File: src/rtl/vga_pattern_defs.sv
// vga_pattern_defs: pattern mode encodings, default LFSR seeds and default
// resolution/geometry constants shared by the pattern generator.
package vga_pattern_defs;
  typedef enum logic [2:0] {
    MODE_BLACK   = 3'd0,
    MODE_NOISE   = 3'd1,
    MODE_STATIC  = 3'd2,
    MODE_BARS    = 3'd3,
    MODE_CHECKER = 3'd4,
    MODE_BOX     = 3'd5
  } mode_e;
  localparam int DEF_RES_H    = 1280;
  localparam int DEF_RES_V    = 720;
  localparam int DEF_MARGIN_X = 50;
  localparam int DEF_MARGIN_Y = 100;
  localparam int DEF_BOX_W    = 64;
  localparam int DEF_BOX_H    = 64;
  localparam int DEF_STEP     = 2;
  localparam logic [63:0] SEED_R = 64'h9E37_79B9_7F4A_7C15;
  localparam logic [63:0] SEED_G = 64'hC2B2_AE3D_27D4_EB4F;
  localparam logic [63:0] SEED_B = 64'h1656_67B1_9E37_79F9;
endpackage

File: src/rtl/lfsr_rng.sv
// lfsr_rng: 64-bit Fibonacci LFSR (x^64+x^63+x^61+x^60+1) yielding one random bit per clock.
module lfsr_rng #(
  parameter logic [63:0] SEED = 64'h1
) (
  input  logic clk_i,
  input  logic rst_ni,
  output logic RND_BIT
);
  logic [63:0] lfsr_q, lfsr_d;
  // the zero state is unreachable from a nonzero seed; reloading keeps it that way regardless
  assign lfsr_d = lfsr_q == '0 ? SEED : {lfsr_q[62:0], lfsr_q[63] ^ lfsr_q[62] ^ lfsr_q[60] ^ lfsr_q[59]};
  assign RND_BIT = lfsr_q[63];
  always_ff @(posedge clk_i or negedge rst_ni) begin
    if (!rst_ni) lfsr_q <= SEED;
    else lfsr_q <= lfsr_d;
  end
endmodule

File: src/rtl/vga_pattern_gen.sv
// vga_pattern_gen: test-pattern colour generator; all outputs registered one pixel clock after
// the coordinate/sync inputs, pattern selection latched on frame_start.
module vga_pattern_gen
  import vga_pattern_defs::*;
#(
  parameter int RW       = 3,
  parameter int GW       = 3,
  parameter int BW       = 2,
  parameter int XW       = 13,
  parameter int RES_H    = DEF_RES_H,
  parameter int RES_V    = DEF_RES_V,
  parameter int MARGIN_X = DEF_MARGIN_X,
  parameter int MARGIN_Y = DEF_MARGIN_Y,
  parameter int BOX_W    = DEF_BOX_W,
  parameter int BOX_H    = DEF_BOX_H,
  parameter int STEP     = DEF_STEP
) (
  input  logic          PIXEL_CLK,
  input  logic          RST_N,
  input  logic [XW-1:0] locX,
  input  logic [XW-1:0] locY,
  input  logic          in_image,
  input  logic          sync_h,
  input  logic          sync_v,
  input  logic [2:0]    mode,
  input  logic          frame_start,
  output logic [RW-1:0] vgaRed,
  output logic [GW-1:0] vgaGreen,
  output logic [BW-1:0] vgaBlue,
  output logic          Hsync,
  output logic          Vsync,
  output logic [15:0]   frame_cnt
);
  localparam logic [XW:0] STEP_W  = (XW+1)'(STEP);
  localparam logic [XW:0] LIM_X   = (XW+1)'(RES_H - BOX_W);
  localparam logic [XW:0] LIM_Y   = (XW+1)'(RES_V - BOX_H);
  localparam logic [XW:0] BOX_W_W = (XW+1)'(BOX_W);
  localparam logic [XW:0] BOX_H_W = (XW+1)'(BOX_H);
  localparam logic [XW:0] SX0     = (XW+1)'(MARGIN_X);
  localparam logic [XW:0] SX1     = (XW+1)'(RES_H - MARGIN_X);
  localparam logic [XW:0] SY0     = (XW+1)'(MARGIN_Y);
  localparam logic [XW:0] SY1     = (XW+1)'(RES_V - MARGIN_Y);
  localparam logic [XW+3:0] RES_H_W = (XW+4)'(RES_H);

  logic [2:0]    mode_q;
  logic [XW-1:0] box_x_q, box_x_d, box_y_q, box_y_d;
  logic          dir_x_q, dir_x_d, dir_y_q, dir_y_d;
  logic [15:0]   cnt_q;
  logic [RW-1:0] red_q;
  logic [GW-1:0] green_q;
  logic [BW-1:0] blue_q;
  logic          hs_q, vs_q;
  logic          rnd_r, rnd_g, rnd_b;
  logic [XW:0]   x_w, y_w;
  logic [XW+3:0] bar_w;
  logic [2:0]    bar, noise, pat;
  logic          in_static, in_box;

  lfsr_rng #(.SEED(SEED_R)) u_lfsr_r (.clk_i(PIXEL_CLK), .rst_ni(RST_N), .RND_BIT(rnd_r));
  lfsr_rng #(.SEED(SEED_G)) u_lfsr_g (.clk_i(PIXEL_CLK), .rst_ni(RST_N), .RND_BIT(rnd_g));
  lfsr_rng #(.SEED(SEED_B)) u_lfsr_b (.clk_i(PIXEL_CLK), .rst_ni(RST_N), .RND_BIT(rnd_b));

  // returns {direction, position}; direction 1 means decreasing; reaching a limit clamps and reverses
  function automatic logic [XW:0] bounce(input logic [XW-1:0] pos, input logic dec, input logic [XW:0] lim);
    logic [XW:0] up;
    up = {1'b0, pos} + STEP_W;
    if (dec) return ({1'b0, pos} <= STEP_W) ? '0 : {1'b1, pos - STEP_W[XW-1:0]};
    return (up >= lim) ? {1'b1, lim[XW-1:0]} : {1'b0, up[XW-1:0]};
  endfunction

  assign {dir_x_d, box_x_d} = bounce(box_x_q, dir_x_q, LIM_X);
  assign {dir_y_d, box_y_d} = bounce(box_y_q, dir_y_q, LIM_Y);

  assign x_w       = {1'b0, locX};
  assign y_w       = {1'b0, locY};
  assign bar_w     = ({4'b0, locX} << 3) / RES_H_W;
  assign bar       = bar_w > (XW+4)'(7) ? 3'd7 : bar_w[2:0];
  assign noise     = {rnd_r, rnd_g, rnd_b};
  assign in_static = x_w >= SX0 && x_w < SX1 && y_w >= SY0 && y_w < SY1;
  assign in_box    = x_w >= {1'b0, box_x_q} && x_w < {1'b0, box_x_q} + BOX_W_W &&
                     y_w >= {1'b0, box_y_q} && y_w < {1'b0, box_y_q} + BOX_H_W;

  // pat holds one on/off bit per channel; modes 6 and 7 fall through to noise
  assign pat = !in_image                ? 3'b000 :
               mode_q == MODE_BLACK     ? 3'b000 :
               mode_q == MODE_STATIC    ? (in_static ? 3'b111 : noise) :
               mode_q == MODE_BARS      ? bar :
               mode_q == MODE_CHECKER   ? {3{locX[5] ^ locY[5]}} :
               mode_q == MODE_BOX       ? {3{in_box}} :
                                          noise;

  always_ff @(posedge PIXEL_CLK or negedge RST_N) begin
    if (!RST_N) begin
      red_q   <= '0;
      green_q <= '0;
      blue_q  <= '0;
      hs_q    <= 1'b0;
      vs_q    <= 1'b0;
      cnt_q   <= '0;
      mode_q  <= MODE_BLACK;
      box_x_q <= '0;
      box_y_q <= '0;
      dir_x_q <= 1'b0;
      dir_y_q <= 1'b0;
    end else begin
      red_q   <= {RW{pat[2]}};
      green_q <= {GW{pat[1]}};
      blue_q  <= {BW{pat[0]}};
      hs_q    <= sync_h;
      vs_q    <= sync_v;
      if (frame_start) begin
        mode_q  <= mode;
        box_x_q <= box_x_d;
        box_y_q <= box_y_d;
        dir_x_q <= dir_x_d;
        dir_y_q <= dir_y_d;
        cnt_q   <= cnt_q + 16'd1;
      end
    end
  end

  assign vgaRed    = red_q;
  assign vgaGreen  = green_q;
  assign vgaBlue   = blue_q;
  assign Hsync     = hs_q;
  assign Vsync     = vs_q;
  assign frame_cnt = cnt_q;
endmodule

File: config.mk
export PLATFORM = sky130hd
export DESIGN_NAME = vga_pattern_gen
export DESIGN_NICKNAME = d
export VERILOG_FILES = /design/src/rtl/vga_pattern_defs.sv /design/src/rtl/lfsr_rng.sv /design/src/rtl/vga_pattern_gen.sv
export SDC_FILE = /design/constraint.sdc
export NUM_CORES = 1
export LEC_CHECK = 0
export ABC_CLOCK_PERIOD_IN_PS = 3690
export CAP_MARGIN = 30
export CORE_ASPECT_RATIO = 2
export CORE_MARGIN = 2
export CORE_UTILIZATION = 30
export CTS_BUF_LIST = sky130_fd_sc_hd__clkbuf_4 sky130_fd_sc_hd__clkbuf_8 sky130_fd_sc_hd__clkbuf_16
export DETAILED_ROUTE_END_ITERATION = 10
export PLACE_DENSITY = 0.56
export REMOVE_ABC_BUFFERS = 1
export SETUP_SLACK_MARGIN = 0.05
export SLEW_MARGIN = 10
export SYNTH_ARGS = -nofsm -noshare
export SYNTH_HDL_FRONTEND = slang
export SYNTH_SLANG_ARGS = --single-unit
File: constraint.sdc
create_clock -name PIXEL_CLK -period 3.69 [get_ports PIXEL_CLK]
set_clock_uncertainty 0.15 [all_clocks]
set_input_delay 0.5535 -clock PIXEL_CLK [delete_from_list [all_inputs] [get_ports PIXEL_CLK]]
set_output_delay 0.5535 -clock PIXEL_CLK [all_outputs]
set_load 0.1 [all_outputs]
Word level (Yosys, flattened, before mapping) --
Cells that the tools add are included.
Storage, ports and cells: register bits after elaboration 244, output and inout bits 26, logic and storage cells 80
Cells by class: add/sub/neg operators 7, divide/modulo/power cells 1, $lt $le $gt $ge 13, equality and inequality tests 4, muxes and demuxes 21, bitwise operators 10, reduce and logical (&&, ||, !) cells 10
Operators by type and width (number):
- $logic_not 64->1 | 3
- $mux 64 | 3
- $mux 14 | 8
- $add 13x2->14 const B | 2
- $add 13x7->14 const B | 2
- $lt 13x14->1 | 2
- $ge 13x13->1 | 2
- $le 13x2->1 const B | 2
- $sub 13x2->13 const B | 2
- $mux 3 | 8
- $div 16x11->17 const B | 1
- $gt 17x3->1 const B | 1
- $add 16x1->16 const B | 1
- $ge 14x10->1 const B | 1
- $ge 14x11->1 const B | 1
- $ge 13x6->1 const B | 1
- $ge 13x7->1 const B | 1
- $lt 13x10->1 const B | 1
- $lt 13x11->1 const B | 1
- $xor 1x1->1 | 10
- $eq 3x2->1 const B | 2
- $eq 3x3->1 const B | 2
- $logic_and 1x1->1 | 6
- $logic_not 3->1 | 1
- $mux 1 | 2

Logic depth before layout (Yosys ltp) --
Gate-level depths: netlist of run 1.
depth in word-level cells 11, gate-level depth with buffers 12

By module --
A second synthesis of run 1 with hierarchy kept.
Second synthesis, totals: cells, all modules 1211, area, all modules 12972.4 um2
Modules (own cells, without submodules):
- vga_pattern_gen | instances 1, cells an instance 602, area an instance 4928.5 um2
- lfsr_rng (u_lfsr_g) | instances 1, cells an instance 199, area an instance 2790.2 um2
- lfsr_rng (u_lfsr_b) | instances 1, cells an instance 205, area an instance 2627.5 um2
- lfsr_rng (u_lfsr_r) | instances 1, cells an instance 205, area an instance 2626.3 um2

Worst setup path after synthesis of run 1 --
Ideal clock, no wire load.
kind input-to-reg, from in locX[8], to reg, netlist name vgaBlue[0], setup time 0.120 ns, arrival time 2.285 ns, required time 3.420 ns, setup slack 1.134 ns, stages 8, path through buf_6 > or2_4 > mux2_2 > o221ai_1 > nor2_1 > and4_2 > or4_1 > o211a_1
Between the ends: word-level cells in the longest chain between the ends 10
Ends and longest elaborated chain:
- start, declared | RTL line vga_pattern_gen.sv:20 | input logic [XW-1:0] locX,
- branches (longest 7 deep; another with $div 16x11->17)
- $mux 3 * | RTL line vga_pattern_gen.sv:86 | mode_q == MODE_STATIC ? (in_static ? 3'b111 : noise) :
- $mux 3 * | RTL line vga_pattern_gen.sv:85 | mode_q == MODE_BLACK ? 3'b000 :
- $mux 3 * | RTL line vga_pattern_gen.sv:84 | assign pat = !in_image ? 3'b000 :
- net pat[0] | RTL line vga_pattern_gen.sv:56 | logic [2:0] bar, noise, pat;
Mark *: on every way through the listed nets, which the timed path passes. A chain may end at the register's enable or synchronous reset.

Worst setup path after layout of run 1 --
from reg box_y_q[7], to reg, netlist name vgaGreen[0]
Between the ends: word-level cells in the longest chain between the ends 9
Ends and longest elaborated chain:
- start, declared | RTL line vga_pattern_gen.sv:46 | logic [XW-1:0] box_x_q, box_x_d, box_y_q, box_y_d;
- start signal, assigned | RTL line vga_pattern_gen.sv:114 | box_y_q <= box_y_d;
- $add 13x7->14 / $ge 13x13->1 (equally long branches) | RTL line vga_pattern_gen.sv:81 | y_w >= {1'b0, box_y_q} && y_w < {1'b0, box_y_q} + BOX_H_W;
- $lt 13x14->1 / $logic_and 1x1->1 (equally long branches) | RTL line vga_pattern_gen.sv:81, vga_pattern_gen.sv:80
- $logic_and 1x1->1 * | RTL line vga_pattern_gen.sv:81
- $mux 3 * | RTL line vga_pattern_gen.sv:89 | mode_q == MODE_BOX ? {3{in_box}} :
- $mux 3 * | RTL line vga_pattern_gen.sv:88 | mode_q == MODE_CHECKER ? {3{locX[5] ^ locY[5]}} :
- $mux 3 * | RTL line vga_pattern_gen.sv:87 | mode_q == MODE_BARS ? bar :
- $mux 3 * | RTL line vga_pattern_gen.sv:86
- $mux 3 * | RTL line vga_pattern_gen.sv:85
- $mux 3 * | RTL line vga_pattern_gen.sv:84
- net pat[1] | RTL line vga_pattern_gen.sv:56
The timed path passes the listed nets; every way through them passes the cells marked *.

==> impl_metrics.csv, run 1 <==
group,metric,value,unit
route,drc,0,
floorplan,coreArea,37200,µm²
power,swShare,35.0,%
power,p_comb_share,28.3,%
power,p_int,5090,µW
timing,setup_violations,0,
timing,fin_crit,3040,ps
cts,postCtsHoldBufs,0,
setup_path,crit_path_start,"box_y_q[7]",
power,leakage,0.00529,µW
synth,synth_top_area_share,29.1,%
placement,place_congestion,0.832,
timing,max_freq,0.329,GHz
synth,synth_adder_area_share,5.87,%
global_routing,track_usage,12.9,%
cts,cts.sinks,242,
power,cellPowerDensity,607,nW/µm²
timing,finalSetupTns,0,ps
cts,cts_buffer_depth,3,
synth,seq_area_frac_synth,55.1,%
floorplan,fp.dieW,141,µm
worst_hold_path,hold_path_class,"register to register",
synth,synth-main-ff-cell,"dfrtp_1",
cts,clockRootBuffer,"clkbuf_16",
timing,tightest_slew,1010,ps
setup_path,cpLargestDelayFamily,"simple AND/OR/NAND/NOR gates",
synth,yosys.area_share.simple,19.1,%
cts,clock_latency,520,ps
global_routing,grt_max_degree,125,
layout,synthToLayoutAreaGrowth,14.7,%
route,first_pass_iters,5,
setup_path,crit_fanout,10,
layout,fillCellCount,3664,
route,drtIter0Drc,357,
synth,muxShareOfSynthArea,0.879,%
route,viasPerCell,4.99,
setup_path,crit_buf_inv,0,
layout,fin_util,34.7,%
outcome,status,"complete, no violations",
setup_path,crit_arrival,3310,ps
route,vias,7536,
setup_path,cp.required,3960,ps
placement,dp.cells,1470,
cts,clk_pin_slew,70,ps
layout,antennaDiodeCount,0,
worst_hold_path,holdCritStartpoint,"u_lfsr_b.lfsr_q[23]",
layout,instances_no_fill,1511,
synth,synth_top_area_cell,"dfrtp_1",
synth,ys_seq_elements,242,
synth,syn-cell-area,11300,µm²
setup_path,r2r-start,"box_y_q[7]",
timing,maxSlewViolCount,0,
synth,synth_xor_area_share,3.11,%
floorplan,start_util,30.3,%
global_routing,grt_pass1_wl,41300,µm
timing,slew_headroom,32.6,%
power,p_switching,2740,µW
synth,async_reset_ff_share,100,%
setup_path,cp_cell_sequence,"ha_1 -> nand3_1 -> nor3_1 -> xnor2_1 -> ha_1 -> a211o_1 -> a211oi_1 -> or3_1 -> nand4_1 -> a211oi_1",
placement,io_buffers,58,
synth,synth_compound_area_share,9.92,%
floorplan,rows,100,
floorplan,num_io_pins,61,
timing,finalCritPeriodShare,82.4,%
timing,rsz0062_at_grt,"no",
setup_path,slowest_stage,"dfrtp_1",
layout,final_nets,1123,
power,vdd_ir_drop_max,0.281,mV
cts,cts_tree,"yes",
floorplan,dieArea,39200,µm²
cts,numCtsBuffers,22,
route,wl_per_cell,16.3,µm
timing,hold_slack,226,ps
synth,ys_top_cells_by_area,"dfrtp_1, dfstp_2, or2_2",
cts,cts.repair.resized,0,
synth,netlist_top_cells_count,"dfrtp_1, dfstp_2, clkbuf_1, or2_2",
layout,drive_gt1_share,28.8,%
timing,hold_violations,0,
synth,yosys.cell_count.top_type,"dfrtp_1",
power,pwr-share-seq,40.4,%
setup_path,crit_path_end_kind,"register",
synth,synth_cell_types,73,
setup_path,crit_type,"register to register",
flow_run,max_cap_violations,0,
synth,yosysWarnings,0,
setup_path,start_kind,"register",
placement,hpwl,17800,µm
synth,syn_area_per_cell,10.7,µm²
floorplan,chipHeight,278,µm
global_routing,grt-ovfl-total,0,
cts,h-tree-depth,1,
route,drt_wl_total,24600,µm
setup_path,slowest_delay,570,ps
global_routing,antenna_found_initial,0,
synth,synth-edff-count,0,
power,clkPwrFrac,31.3,%
synth,synthCells,1056,
synth,synth_top_family_by_area,"simple AND/OR/NAND/NOR gates",
global_routing,grt_pass1_vias,8013,
route,antenna_left,0,
cts,cts_setup_buffers,0,
## registers in the layout, indices dropped and copies added (netlist names), 3 cells and up
name and count:
u_lfsr_r.lfsr_q 64, u_lfsr_b.lfsr_q 64, box_x_q 12, u_lfsr_g.lfsr_q 64, frame_cnt 16, box_y_q 12, mode_q 3
## metal layers
metal	part of all wire [%]	wire, µm	GRT usage, %
met1	40	9720	14.9
met2	55	13400	23.8
met3	2.4	580	1.40
met4	3.6	891	5.51
met5	0	0	0
## kinds of logic after synthesis
logic type / Yosys count
flip-flops: 242
AND/OR/NAND/NOR: 378
AO/OA/AOI/OAI: 162
buffers and inverters: 172
adder cells (fa/ha/maj): 53
multiplexers: 9
XOR/XNOR: 40
## area by class of cell
cell class | count | area, µm² | area share (%)
well taps | 459 | 574 | 4.45
clock buffers | 36 | 717 | 5.56
repair buffers | 81 | 781 | 6.05
flip-flops and latches | 242 | 6190 | 48.0
inverters | 47 | 176 | 1.37
multi-input cells | 642 | 4390 | 34.0
clock inverters | 4 | 70.1 | 0.543
## placed cells by master, fill, tap and decap left out, types with 11 or more instances in the layout
master	netlist	final
o21ai_0	41	41
a21oi_1	29	29
ha_1	52	52
nand2_1	42	42
a31oi_1	11	11
xnor2_1	29	29
inv_1	47	47
nand4_1	22	22
and3_1	12	12
or2_2	109	109
dfstp_2	111	111
nand3_1	31	31
buf_4	5	20
nor4_1	52	49
nor3_1	27	27
xor2_1	11	11
clkbuf_16	0	23
dfrtp_1	131	131
nor2_1	41	41
clkdlybuf4s50_1	0	56
## power groups by stage
| stage | clock [µW] | sequential [µW] | combinational (µW) |
|---|---|---|---|
| global route | 2640 | 3210 | 2470 |
| detailed placement | 0 | 3200 | 2220 |
| global placement | 0 | 3200 | 2180 |
| floorplan | 0 | 3470 | 1210 |
| finish | 2450 | 3170 | 2220 |
| CTS | 2550 | 3160 | 2230 |
## path summary, 6_finish.rpt
path / cells past startpoint / slack, ps / to
min in group asynchronous: 2 / 490 / Vsync
worst min register to register: 0 / 230 / u_lfsr_b.lfsr_q[24]
worst min-delay path: 0 / 230 / u_lfsr_b.lfsr_q[24]
worst max register to register: 10 / 650 / vgaGreen[0]
max in group asynchronous: 3 / 1880 / u_lfsr_g.lfsr_q[62]
worst max-delay path: 10 / 650 / vgaGreen[0]
## per-stage QoR
step | setup WS, ps | instance area [µm²] | power (µW)
2_1_floorplan | 525 | 10700 | 4680
3_3_place_gp | 350 | 12100 | 5380
3_5_place_dp | 350 | 12100 | 5420
4_1_cts | 644 | 12900 | 7940
5_1_grt | 469 | 12900 | 8310
6_report | 650 | 12900 | 7840
Note: power is estimated with default switching activity, not from simulation.
==> inputs of run 2 (changes only) <==
--- a/config.mk
+++ b/config.mk
@@ -5,7 +5,7 @@
 export SDC_FILE = /design/constraint.sdc
 export NUM_CORES = 1
 export LEC_CHECK = 0
-export ABC_CLOCK_PERIOD_IN_PS = 3690
+export ABC_CLOCK_PERIOD_IN_PS = 3150
 export CAP_MARGIN = 30
 export CORE_ASPECT_RATIO = 2
 export CORE_MARGIN = 2
==> constraint.sdc (replaced) <==
create_clock -name PIXEL_CLK -period 3.15 [get_ports PIXEL_CLK]
set_clock_uncertainty 0.15 [all_clocks]
set_input_delay 0.4725 -clock PIXEL_CLK [delete_from_list [all_inputs] [get_ports PIXEL_CLK]]
set_output_delay 0.4725 -clock PIXEL_CLK [all_outputs]
set_load 0.1 [all_outputs]
==> impl_metrics.csv, run 2 (synthesis gave the netlist of run 1 again) <==
group,metric,value,unit
timing,max_freq,0.342,GHz
setup_path,reg2reg_to,"vgaGreen[0]",
setup_path,crit_arrival,3200,ps
power,cellPowerDensity,710,nW/µm²
worst_hold_path,hold_depth,2,
floorplan,chipHeight,278,µm
cts,cts_buffer_depth,3,
layout,synthToLayoutAreaGrowth,15.6,%
placement,hpwl,18400,µm
global_routing,antenna_found_initial,0,
global_routing,track_usage,13.1,%
route,wl_per_cell,16.4,µm
global_routing,grt_max_degree,78,
layout,fin_area,13000,µm²
placement,place_area,12200,µm²
cts,cts.sinks,242,
route,vias,7653,
layout,antennaDiodeCount,0,
floorplan,rows,100,
placement,place_congestion,0.869,
worst_hold_path,holdCritStartpoint,"frame_start",
setup_path,reg2reg_depth,10,
power,vdd_ir_drop_max,0.346,mV
layout,final_common_cell,"dfrtp_1",
placement,place_ws,84.6,ps
layout,reg_top3,"u_lfsr_b.lfsr_q (64), u_lfsr_g.lfsr_q (64), u_lfsr_r.lfsr_q (64)",
timing,tightest_slew,605,ps
setup_path,crit_fanout,5,
outcome,status,"complete, no violations",
setup_path,r2r-start,"box_y_q[7]",
flow_run,max_cap_violations,0,
setup_path,start_kind,"register",
cts,clockRootBuffer,"clkbuf_16",
floorplan,start_util,30.3,%
timing,fin_crit,2920,ps
timing,finalSetupTns,0,ps
cts,numCtsBuffers,23,
route,drc,0,
timing,fin_ws,228,ps
layout,final_nets,1145,
layout,multi_input_comb_area,4390,µm²
route,antenna_left,0,
timing,maxSlewViolCount,0,
route,drt_wl_total,25100,µm
timing,setup_violations,0,
floorplan,fp.dieW,141,µm
layout,fin_util,35.0,%
cts,clock_latency,520,ps
timing,hold_violations,0,
timing,slew_headroom,59.4,%
worst_hold_path,hold_path_class,"input port to register",
global_routing,grt_pass1_wl,41600,µm
timing,finalCritPeriodShare,92.8,%
cts,cts_tree,"yes",
setup_path,rrSetupSlack,230,ps
floorplan,dieArea,39200,µm²
layout,final_cell_mix,"dfrtp_1, dfstp_2, or2_2",
setup_path,crit_path_end_kind,"register",
layout,drive_gt1_share,32.8,%
route,drtIter0Drc,204,
floorplan,num_io_pins,61,
setup_path,crit_type,"register to register",
cts,clk_pin_slew,70,ps
placement,io_buffers,58,
worst_hold_path,min_to,"frame_cnt[0]",
route,first_pass_iters,4,
floorplan,coreArea,37200,µm²
power,leakage,0.00543,µW
global_routing,grt_pass1_vias,8186,
layout,ff_latch_area,6200,µm²
layout,fillCellCount,3660,
setup_path,cp.required,3420,ps
global_routing,grt-ovfl-total,0,
cts,h-tree-depth,1,
timing,rsz0062_at_grt,"no",
route,viasPerCell,4.99,
==> run 2: routing by layer <==
metal / GRT usage, % / part of all wire, %
met1: 14.4 / 38
met2: 23.9 / 53
met3: 1.43 / 2.7
met4: 7.51 / 5.6
met5: 0 / 0
==> run 2: worst max path at each step <==
stage | startpoint | to | slack (ps)
3_5_place_dp | locX[12] | vgaBlue[0] | 80
5_1_grt | box_y_q[7] | vgaGreen[0] | 60
4_1_cts | box_y_q[7] | vgaGreen[0] | 210
2_1_floorplan | u_lfsr_b.lfsr_q[63] | u_lfsr_b.lfsr_q[11] | -20
6_report | box_y_q[7] | vgaGreen[0] | 230
3_3_place_gp | locX[9] | vgaGreen[0] | 80
==> run 2: layout make-up <==
type	instances	share of cell area, %
Clock buffer	31	5.08
Inverter	47	1.36
Clock inverter	11	0.962
Timing Repair Buffer	102	6.81
Multi-Input combinational cell	642	33.8
Tap cell	459	4.41
Sequential cell	242	47.6
==> run 2: what timing repair did <==
action                                  CTS  global route
buffers inserted                          0             0
hold endpoints to repair                 37             0
hold buffers                              1             0
endpoints found under the setup margin    0             1
gates resized for setup                   0             1
==> run 2: power by group <==
group	switching, µW	leakage (µW)	total (µW)	internal (µW)
Clock	1200	0.000388	2850	1650
Sequential	347	0.00269	3650	3310
Combinational	1740	0.00235	2730	994
==> run 2: worst max-delay path, stage by stage, from the launching register on <==
cell	delay, ps
dfrtp_1	500
ha_1	230
nand3_1	170
nor3_1	240
xnor2_1	100
ha_1	210
a211o_1	260
a211oi_1	280
or3_1	200
nand4_1	210
a211oi_1	260
==> run 2: metrics by stage <==
| stage | power, µW | std cells | hold slack (ps) |
|---|---|---|---|
| finish | 9240 | 1534 | 196 |
| global route | 9820 | 1534 | 204 |
| CTS | 9370 | 1534 | 166 |
| detailed placement | 6440 | 1491 | 212 |
| global placement | 6390 | 1491 | 210 |
| floorplan | 5480 | 931 | 26.9 |
